**config.mk**
```make
export PLATFORM = sky130hd
export DESIGN_NAME = timer_alarm
export DESIGN_NICKNAME = d
export VERILOG_FILES = /design/src/rtl/timer_alarm.sv
export SDC_FILE = /design/constraint.sdc
export NUM_CORES = 1
export LEC_CHECK = 0
export ABC_CLOCK_PERIOD_IN_PS = 2000
export BUFFER_PORTS_ARGS = -buffer_cell sky130_fd_sc_hd__buf_2
export CAP_MARGIN = 20
export CORE_ASPECT_RATIO = 1.1
export CORE_MARGIN = 1.5
export CORE_UTILIZATION = 54
export DETAILED_ROUTE_END_ITERATION = 6
export PLACE_DENSITY = 0.79
export RECOVER_POWER = 100
export SLEW_MARGIN = 20
export SYNTH_ARGS = -nofsm -noshare
export SYNTH_HDL_FRONTEND = slang
export SYNTH_SLANG_ARGS = --single-unit
```
**constraint.sdc**
```tcl
create_clock -name clk_1hz -period 2 [get_ports clk_1hz]
set_input_delay 0.2 -clock clk_1hz [delete_from_list [all_inputs] [get_ports clk_1hz]]
set_output_delay 0.2 -clock clk_1hz [all_outputs]
set_load 0.02 [all_outputs]
```
**src/rtl/timer_alarm.sv**
```systemverilog
// timer_alarm: buzzer sequencer behind the countdown timer.
// It rings at 1 Hz for a bounded window and supports ack and a limited number of snoozes.
// If the alarm rings out without an ack, it sets a sticky "missed" flag.
module timer_alarm #(
  parameter int unsigned RING_SECS   = 30,
  parameter int unsigned SNOOZE_SECS = 10,
  parameter int unsigned MAX_SNOOZE  = 3
) (
  input  logic       clk_1hz,
  input  logic       rst,
  input  logic       timer_done,
  input  logic       ack,
  input  logic       snooze,
  output logic       buzzer,
  output logic       alarm_active,
  output logic       missed,
  output logic [2:0] snooze_used,
  output logic [5:0] alarm_sec
);

  localparam int unsigned SEC_W  = 6;
  localparam int unsigned SNZ_W  = 3;
  localparam logic [SEC_W-1:0] RING_LOAD   = SEC_W'(RING_SECS - 1);
  localparam logic [SEC_W-1:0] SNOOZE_LOAD = SEC_W'(SNOOZE_SECS - 1);
  localparam logic [SNZ_W-1:0] SNOOZE_MAX  = SNZ_W'(MAX_SNOOZE);

  typedef enum logic [1:0] {
    ST_IDLE    = 2'd0,
    ST_RINGING = 2'd1,
    ST_SNOOZE  = 2'd2,
    ST_MISSED  = 2'd3
  } state_t;

  state_t           state_q;
  logic             td_q;
  logic             sn_q;
  logic             buzzer_q;
  logic             active_q;
  logic             missed_q;
  logic [SNZ_W-1:0] snooze_used_q;
  logic [SEC_W-1:0] alarm_sec_q;

  logic td_rise;
  logic sn_rise;

  // Rising-edge detect against the previous-cycle samples.
  assign td_rise = timer_done & ~td_q;
  assign sn_rise = snooze & ~sn_q;

  assign buzzer       = buzzer_q;
  assign alarm_active = active_q;
  assign missed       = missed_q;
  assign snooze_used  = snooze_used_q;
  assign alarm_sec    = alarm_sec_q;

  // Alarm sequencer: state plus all registered outputs; reset has top priority.
  always_ff @(posedge clk_1hz) begin
    if (rst) begin
      state_q       <= ST_IDLE;
      td_q          <= 1'b0;
      sn_q          <= 1'b0;
      buzzer_q      <= 1'b0;
      active_q      <= 1'b0;
      missed_q      <= 1'b0;
      snooze_used_q <= '0;
      alarm_sec_q   <= '0;
    end else begin
      td_q <= timer_done;
      sn_q <= snooze;
      case (state_q)
        ST_IDLE: begin
          buzzer_q    <= 1'b0;
          active_q    <= 1'b0;
          alarm_sec_q <= '0;
          if (ack) missed_q <= 1'b0;
          if (td_rise) begin
            state_q       <= ST_RINGING;
            buzzer_q      <= 1'b1;
            active_q      <= 1'b1;
            alarm_sec_q   <= RING_LOAD;
            snooze_used_q <= '0;
          end
        end
        ST_RINGING: begin
          if (!timer_done) begin
            state_q     <= ST_IDLE;
            buzzer_q    <= 1'b0;
            active_q    <= 1'b0;
            alarm_sec_q <= '0;
          end else if (ack) begin
            state_q     <= ST_IDLE;
            buzzer_q    <= 1'b0;
            active_q    <= 1'b0;
            alarm_sec_q <= '0;
            missed_q    <= 1'b0;
          end else if (sn_rise && (snooze_used_q < SNOOZE_MAX)) begin
            state_q       <= ST_SNOOZE;
            buzzer_q      <= 1'b0;
            alarm_sec_q   <= SNOOZE_LOAD;
            snooze_used_q <= snooze_used_q + SNZ_W'(1);
          end else if (alarm_sec_q == '0) begin
            state_q  <= ST_MISSED;
            buzzer_q <= 1'b0;
            active_q <= 1'b0;
            missed_q <= 1'b1;
          end else begin
            alarm_sec_q <= alarm_sec_q - SEC_W'(1);
            buzzer_q    <= ~buzzer_q;
          end
        end
        ST_SNOOZE: begin
          if (!timer_done || ack) begin
            state_q     <= ST_IDLE;
            buzzer_q    <= 1'b0;
            active_q    <= 1'b0;
            alarm_sec_q <= '0;
            if (ack) missed_q <= 1'b0;
          end else if (alarm_sec_q == '0) begin
            state_q     <= ST_RINGING;
            buzzer_q    <= 1'b1;
            alarm_sec_q <= RING_LOAD;
          end else begin
            alarm_sec_q <= alarm_sec_q - SEC_W'(1);
            buzzer_q    <= 1'b0;
          end
        end
        ST_MISSED: begin
          buzzer_q    <= 1'b0;
          active_q    <= 1'b0;
          alarm_sec_q <= '0;
          missed_q    <= 1'b1;
          if (ack) begin
            state_q  <= ST_IDLE;
            missed_q <= 1'b0;
          end else if (td_rise) begin
            state_q       <= ST_RINGING;
            buzzer_q      <= 1'b1;
            active_q      <= 1'b1;
            alarm_sec_q   <= RING_LOAD;
            snooze_used_q <= '0;
          end
        end
        default: state_q <= ST_IDLE;
      endcase
    end
  end

endmodule
```
* Yosys cells after proc, flatten, opt, wreduce, memory -nomap -nowiden
Index checks and enable logic that the tools add are counted.
Word-level totals: output and inout bits 12, register bits after elaboration 16, input port bits 5, logic and storage cells 88
Cells by class: eq/ne operators 15, muxes and demuxes 47, magnitude comparators 1, bitwise logic cells 5, reductions and logical operators 10, add/subtract/negate cells 2
Operator list (number):
- $mux W6 | 7
- $pmux W6 S4 | 1
- $mux W1 | 20
- $mux W2 | 8
- $mux W3 | 5
- $pmux W1 S4 | 3
- $ne A2 B2 Y1 const B | 5
- $ne A5 B5 Y1 const B | 2
- $ne A3 B3 Y1 const B | 3
- $pmux W3 S3 | 1
- $ne A4 B4 Y1 const B | 2
- $pmux W2 S4 | 1
- $logic_not A6 Y1 | 1
- $sub A6 B1 Y6 const B | 1
- $mux W5 | 1
- $reduce_and A5 Y1 | 1
- $eq A2 B2 Y1 const B | 2
- $reduce_and A4 Y1 | 1
- $add A3 B1 Y3 const B | 1
- $lt A3 B2 Y1 const B | 1
- $not A1 Y1 | 3
- $reduce_and A3 Y1 | 1
- $reduce_bool A3 Y1 | 1
- $and A1 B1 Y1 | 2
- other kinds (6) | 6

* Longest topological paths before layout
depth in word-level cells 7, depth in mapped cells 6, gate-level depth less buffers 6

* Least setup slack after synthesis
No wires, ideal clock.
kind reg2reg, start point register alarm_sec_q[0] (netlist: alarm_sec[0]), end point register state_q[1], setup time 103 ps, buffers on the path 0, required time 1897 ps, slack 379 ps, clock period less this slack 1621 ps, stages on the path, launching flop included 7, arrival 1517 ps, cell sequence dfxtp_1 -> inv_1 -> ha_1 -> nor2b_1 -> a21oi_1 -> o21ai_0 -> a2111oi_2
On the way: cells in the longest elaborated chain, start to end 3, elaborated cells on any way between the ends 4, those cells by class eq/ne: 2; reduce/logical: 2
Ends and longest elaborated chain:
- start: declaration | line 41 | logic [SEC_W-1:0] alarm_sec_q;
- start signal: assignment | line 107 | alarm_sec_q <= alarm_sec_q - SEC_W'(1);
- start signal: assignment | line 123 | alarm_sec_q <= alarm_sec_q - SEC_W'(1);
- $logic_not A6 Y1 (*) | line 101, 118
- $ne A5 B5 Y1 (no source line) / $ne A3 B3 Y1 (equally long branches)
- $reduce_and A2 Y1 (no source line) (*)
- end signal: assignment | line 97 | state_q <= ST_SNOOZE;
- end signal: assignment | line 102 | state_q <= ST_MISSED;
- end signal: assignment | line 119 | state_q <= ST_RINGING;
- end: declaration | line 34 | state_t state_q;
Mark *: on every way between the ends. The rest lies on a longest branch, timed or not. A chain may end at the register's enable or synchronous reset.

* Worst setup path in the final report
start point register state_q[0], end point register alarm_sec_q[0] (netlist: alarm_sec[0])
On the way: cells in the longest elaborated chain, start to end 2, elaborated cells on any way between the ends 6, those cells by class eq/ne: 4; mux: 1; reduce/logical: 1
Ends and longest elaborated chain:
- start signal: assignment | line 59 | state_q <= ST_IDLE;
- start signal: assignment | line 77 | state_q <= ST_RINGING;
- start signal: assignment | line 86 | state_q <= ST_IDLE;
- $eq A2 B2 Y1 (tied with other cells) | line 70 | case (state_q)
- $pmux W6 S4 / $ne A5 B5 Y1 (equally long branches)
Several ways; a longest one is shown, not always the timed one.

==> reports/qor.yml <==
route:
  num_vias: 899
  firstDrtPassIters: 4
  drt_iter0_drc: 19
  drc: 0
  wire_per_inst_um: 14.7
  wl_um: 2140
  vias_per_cell: 6.20
  detail-route-antenna-nets: 0
synthesis:
  synthSimpleGateAreaFrac_pct: 32.5
  ys_ff_latch: 16
  netlist-cell-type-count: 46
  syn_area_per_cell_um2: 9.07
  netlist_top_cells_area: "dfxtp_1 (32%), a21oi_1 (5.5%), nand2b_1 (3.7%), nor2b_1 (3.7%), o21ai_0 (3.5%)"
  syn_inst: 111
  synth_fa_ha_area_share_pct: 2.48
  synth.yosys.warnings: 0
  yosysTopAreaCell: "dfxtp_1"
  synth_top_family_by_area: "simple AND/OR/NAND/NOR gates"
  syn-num-nets: 118
  synth_xor_area_share_pct: 3.48
  syn_area_mm2: 0.00101
  yosysSeqAreaShare_pct: 31.8
  synthMuxAreaShare_pct: 0
  synth.top_cell.area_share_pct: 31.8
  synth-compound-area-share_pct: 26.5
global_routing:
  grt_pass1_wl_um: 3280
  antenna_found_initial: 0
  grt_usage_pct: 21.2
  grt_max_degree: 14
  grt_pass1_vias: 710
  overflow: 0
cts:
  clockBufferDepth: 2
  clkSinkCount: 16
  cts_tree: "done"
  cts_htree_levels: 1
  path_clk_slew_ps: 100
  ctsResizeCount: 0
  clockRootBuffer: "clkbuf_4"
  ctsHoldBuffers: 0
  clk_latency_ps: 290
  cts_buffers: 3
  cts_setup_buffers: 0
placement:
  io_buffers: 16
  finalWeightedCongestion: 0.788
  dp_cells: 141
  place_area_mm2: 0.00109
  place_hpwl_um: 1590
layout:
  layout-drive-gt1-share_pct: 17.3
  num-nets-final: 135
  areaGrowthSynthToFinish_pct: 7.21
  fillCellCount: 181
  final_cell_mix: "dfxtp_1 (16), clkbuf_1 (13), a21oi_1 (11)"
  antenna_cells: 0
  final_common_cell: "dfxtp_1"
  stdcell_count: 145
  stdcell_area_mm2: 0.00108
critical_path:
  critical_path.top_delay_family: "compound AO/OA/AOI/OAI gates"
  cp_num_cells: 4
  start_kind: "register"
  r2r_cells: 4
  r2r_start: "state_q[0]"
  cp-end-kind: "register"
  crit_start: "state_q[0]"
  cp_cell_sequence: "nand4bb_1 -> a2111oi_0 -> or2b_1 -> o21ai_1"
  crit_type: "register to register"
  path_buf_inv: 0
  slowest_delay_ps: 650
  path_max_fanout: 12
  slowest_stage: "a2111oi_0"
  arrival_ps: 2010
  required_ps: 2190
outcome:
  status: "finished, final reports clean"
sta:
  setup_viol: 0
  drv_slew: 0
  clock_skew_ps: 2.24
  setup-tns-final_ps: 0
  relSlewSlack_pct: 53.7
  min_period_ps: 1820
  fin_crit_sh_pct: 91.2
  worst_pin_slew_ps: 676
  max_freq_ghz: 0.548
  rsz0062_at_grt: "no"
  final_hold_viol_count: 0
pwr:
  peakVddDrop_mv: 0.510
  p_per_area_mw_per_mm2: 690
  leakagePower_nw: 0.371
floorplan:
  die_area_mm2: 0.00213
  boundaryPins: 17
  die_w_um: 44.2
  start_util_pct: 57.2
  core-area_mm2: 0.00176
  rows: 16
  dieHeight_um: 48.3
hold_path:
  hold_class: "input port to register"
  whs_path_depth: 2
  hp-start: "snooze"
flow_run:
  maxCapViolations: 0
logic make-up (layout without fill, tap and decap cells):
logic type / Yosys count / in the layout
adders and majority gates: 2 / 2
xor gates and xnor gates: 4 / 4
and+or+nand+nor: 46 / 46
buffers and inverters: 7 / 23
AOI/OAI and AO/OA: 36 / 36
DFF: 16 / 16
where the power goes:
group / internal, mW / switching (mW)
sequential: 0.335 / 0.0222
combinational: 0.0676 / 0.101
clock: 0.111 / 0.108
total: 0.513 / 0.231
Yosys cell counts (all sizes together):
| master | count |
|---|---|
| o21ba | 1 |
| a21o | 2 |
| a21oi | 11 |
| nand2 | 5 |
| nor2 | 7 |
| and4 | 2 |
| o21bai | 1 |
| nand3 | 2 |
| ha | 2 |
| nand4bb | 1 |
| a2111oi | 3 |
| a21boi | 2 |
| or3 | 1 |
| o21ai | 8 |
| a221oi | 1 |
| o41ai | 1 |
| nand2b | 7 |
| xor2 | 3 |
| nand3b | 2 |
| inv | 3 |
| a31o | 1 |
| clkbuf | 1 |
| or2b | 1 |
| buf | 3 |
| a211oi | 1 |
| nor3 | 5 |
| nand4 | 2 |
| a31oi | 3 |
| xnor2 | 1 |
| a311oi | 1 |
| and3b | 1 |
| nor4 | 1 |
| nor3b | 3 |
| nor2b | 6 |
| dfxtp | 16 |
state kept, by name (all words and copies together) (netlist names):
name	cells
snooze_used	3
alarm_active	1
td_q	1
missed	1
state_q	2
sn_q	1
alarm_sec	6
buzzer	1
metal layers:
layer | global-route usage, % | share of wire (%)
met3 | 2.22 | 2.9
met5 | 0 | 0
met2 | 35.9 | 50
met4 | 10.9 | 2.1
met1 | 27.2 | 45
through the flow:
stage	total power, mW	worst slack, ps	util [%]	hold slack (ps)
floorplan	0.504	379	-	269
global placement	0.540	403	61.8	429
detailed placement	0.547	307	61.8	447
CTS	0.763	284	63.8	142
global route	0.787	62.7	61.3	150
finish	0.745	177	61.3	136
path summary, 6_finish.rpt:
check / slack [ps] / endpoint
worst max-delay path: 180 / alarm_sec[0]
worst max register to register: 180 / alarm_sec[0]
worst min register to register: 510 / snooze_used[2]
worst min-delay path: 140 / sn_q
area by class of cell:
type | count | area [um^2] | area share [%]
clock buffer | 4 | 36.3 | 3.36
inverter | 3 | 11.3 | 1.04
multi-input combinational | 88 | 626 | 57.9
sequential | 16 | 320 | 29.7
tap | 18 | 22.5 | 2.09
timing repair buffer | 16 | 63.8 | 5.91
No activity file was read; power rests on OpenSTA's default activity.
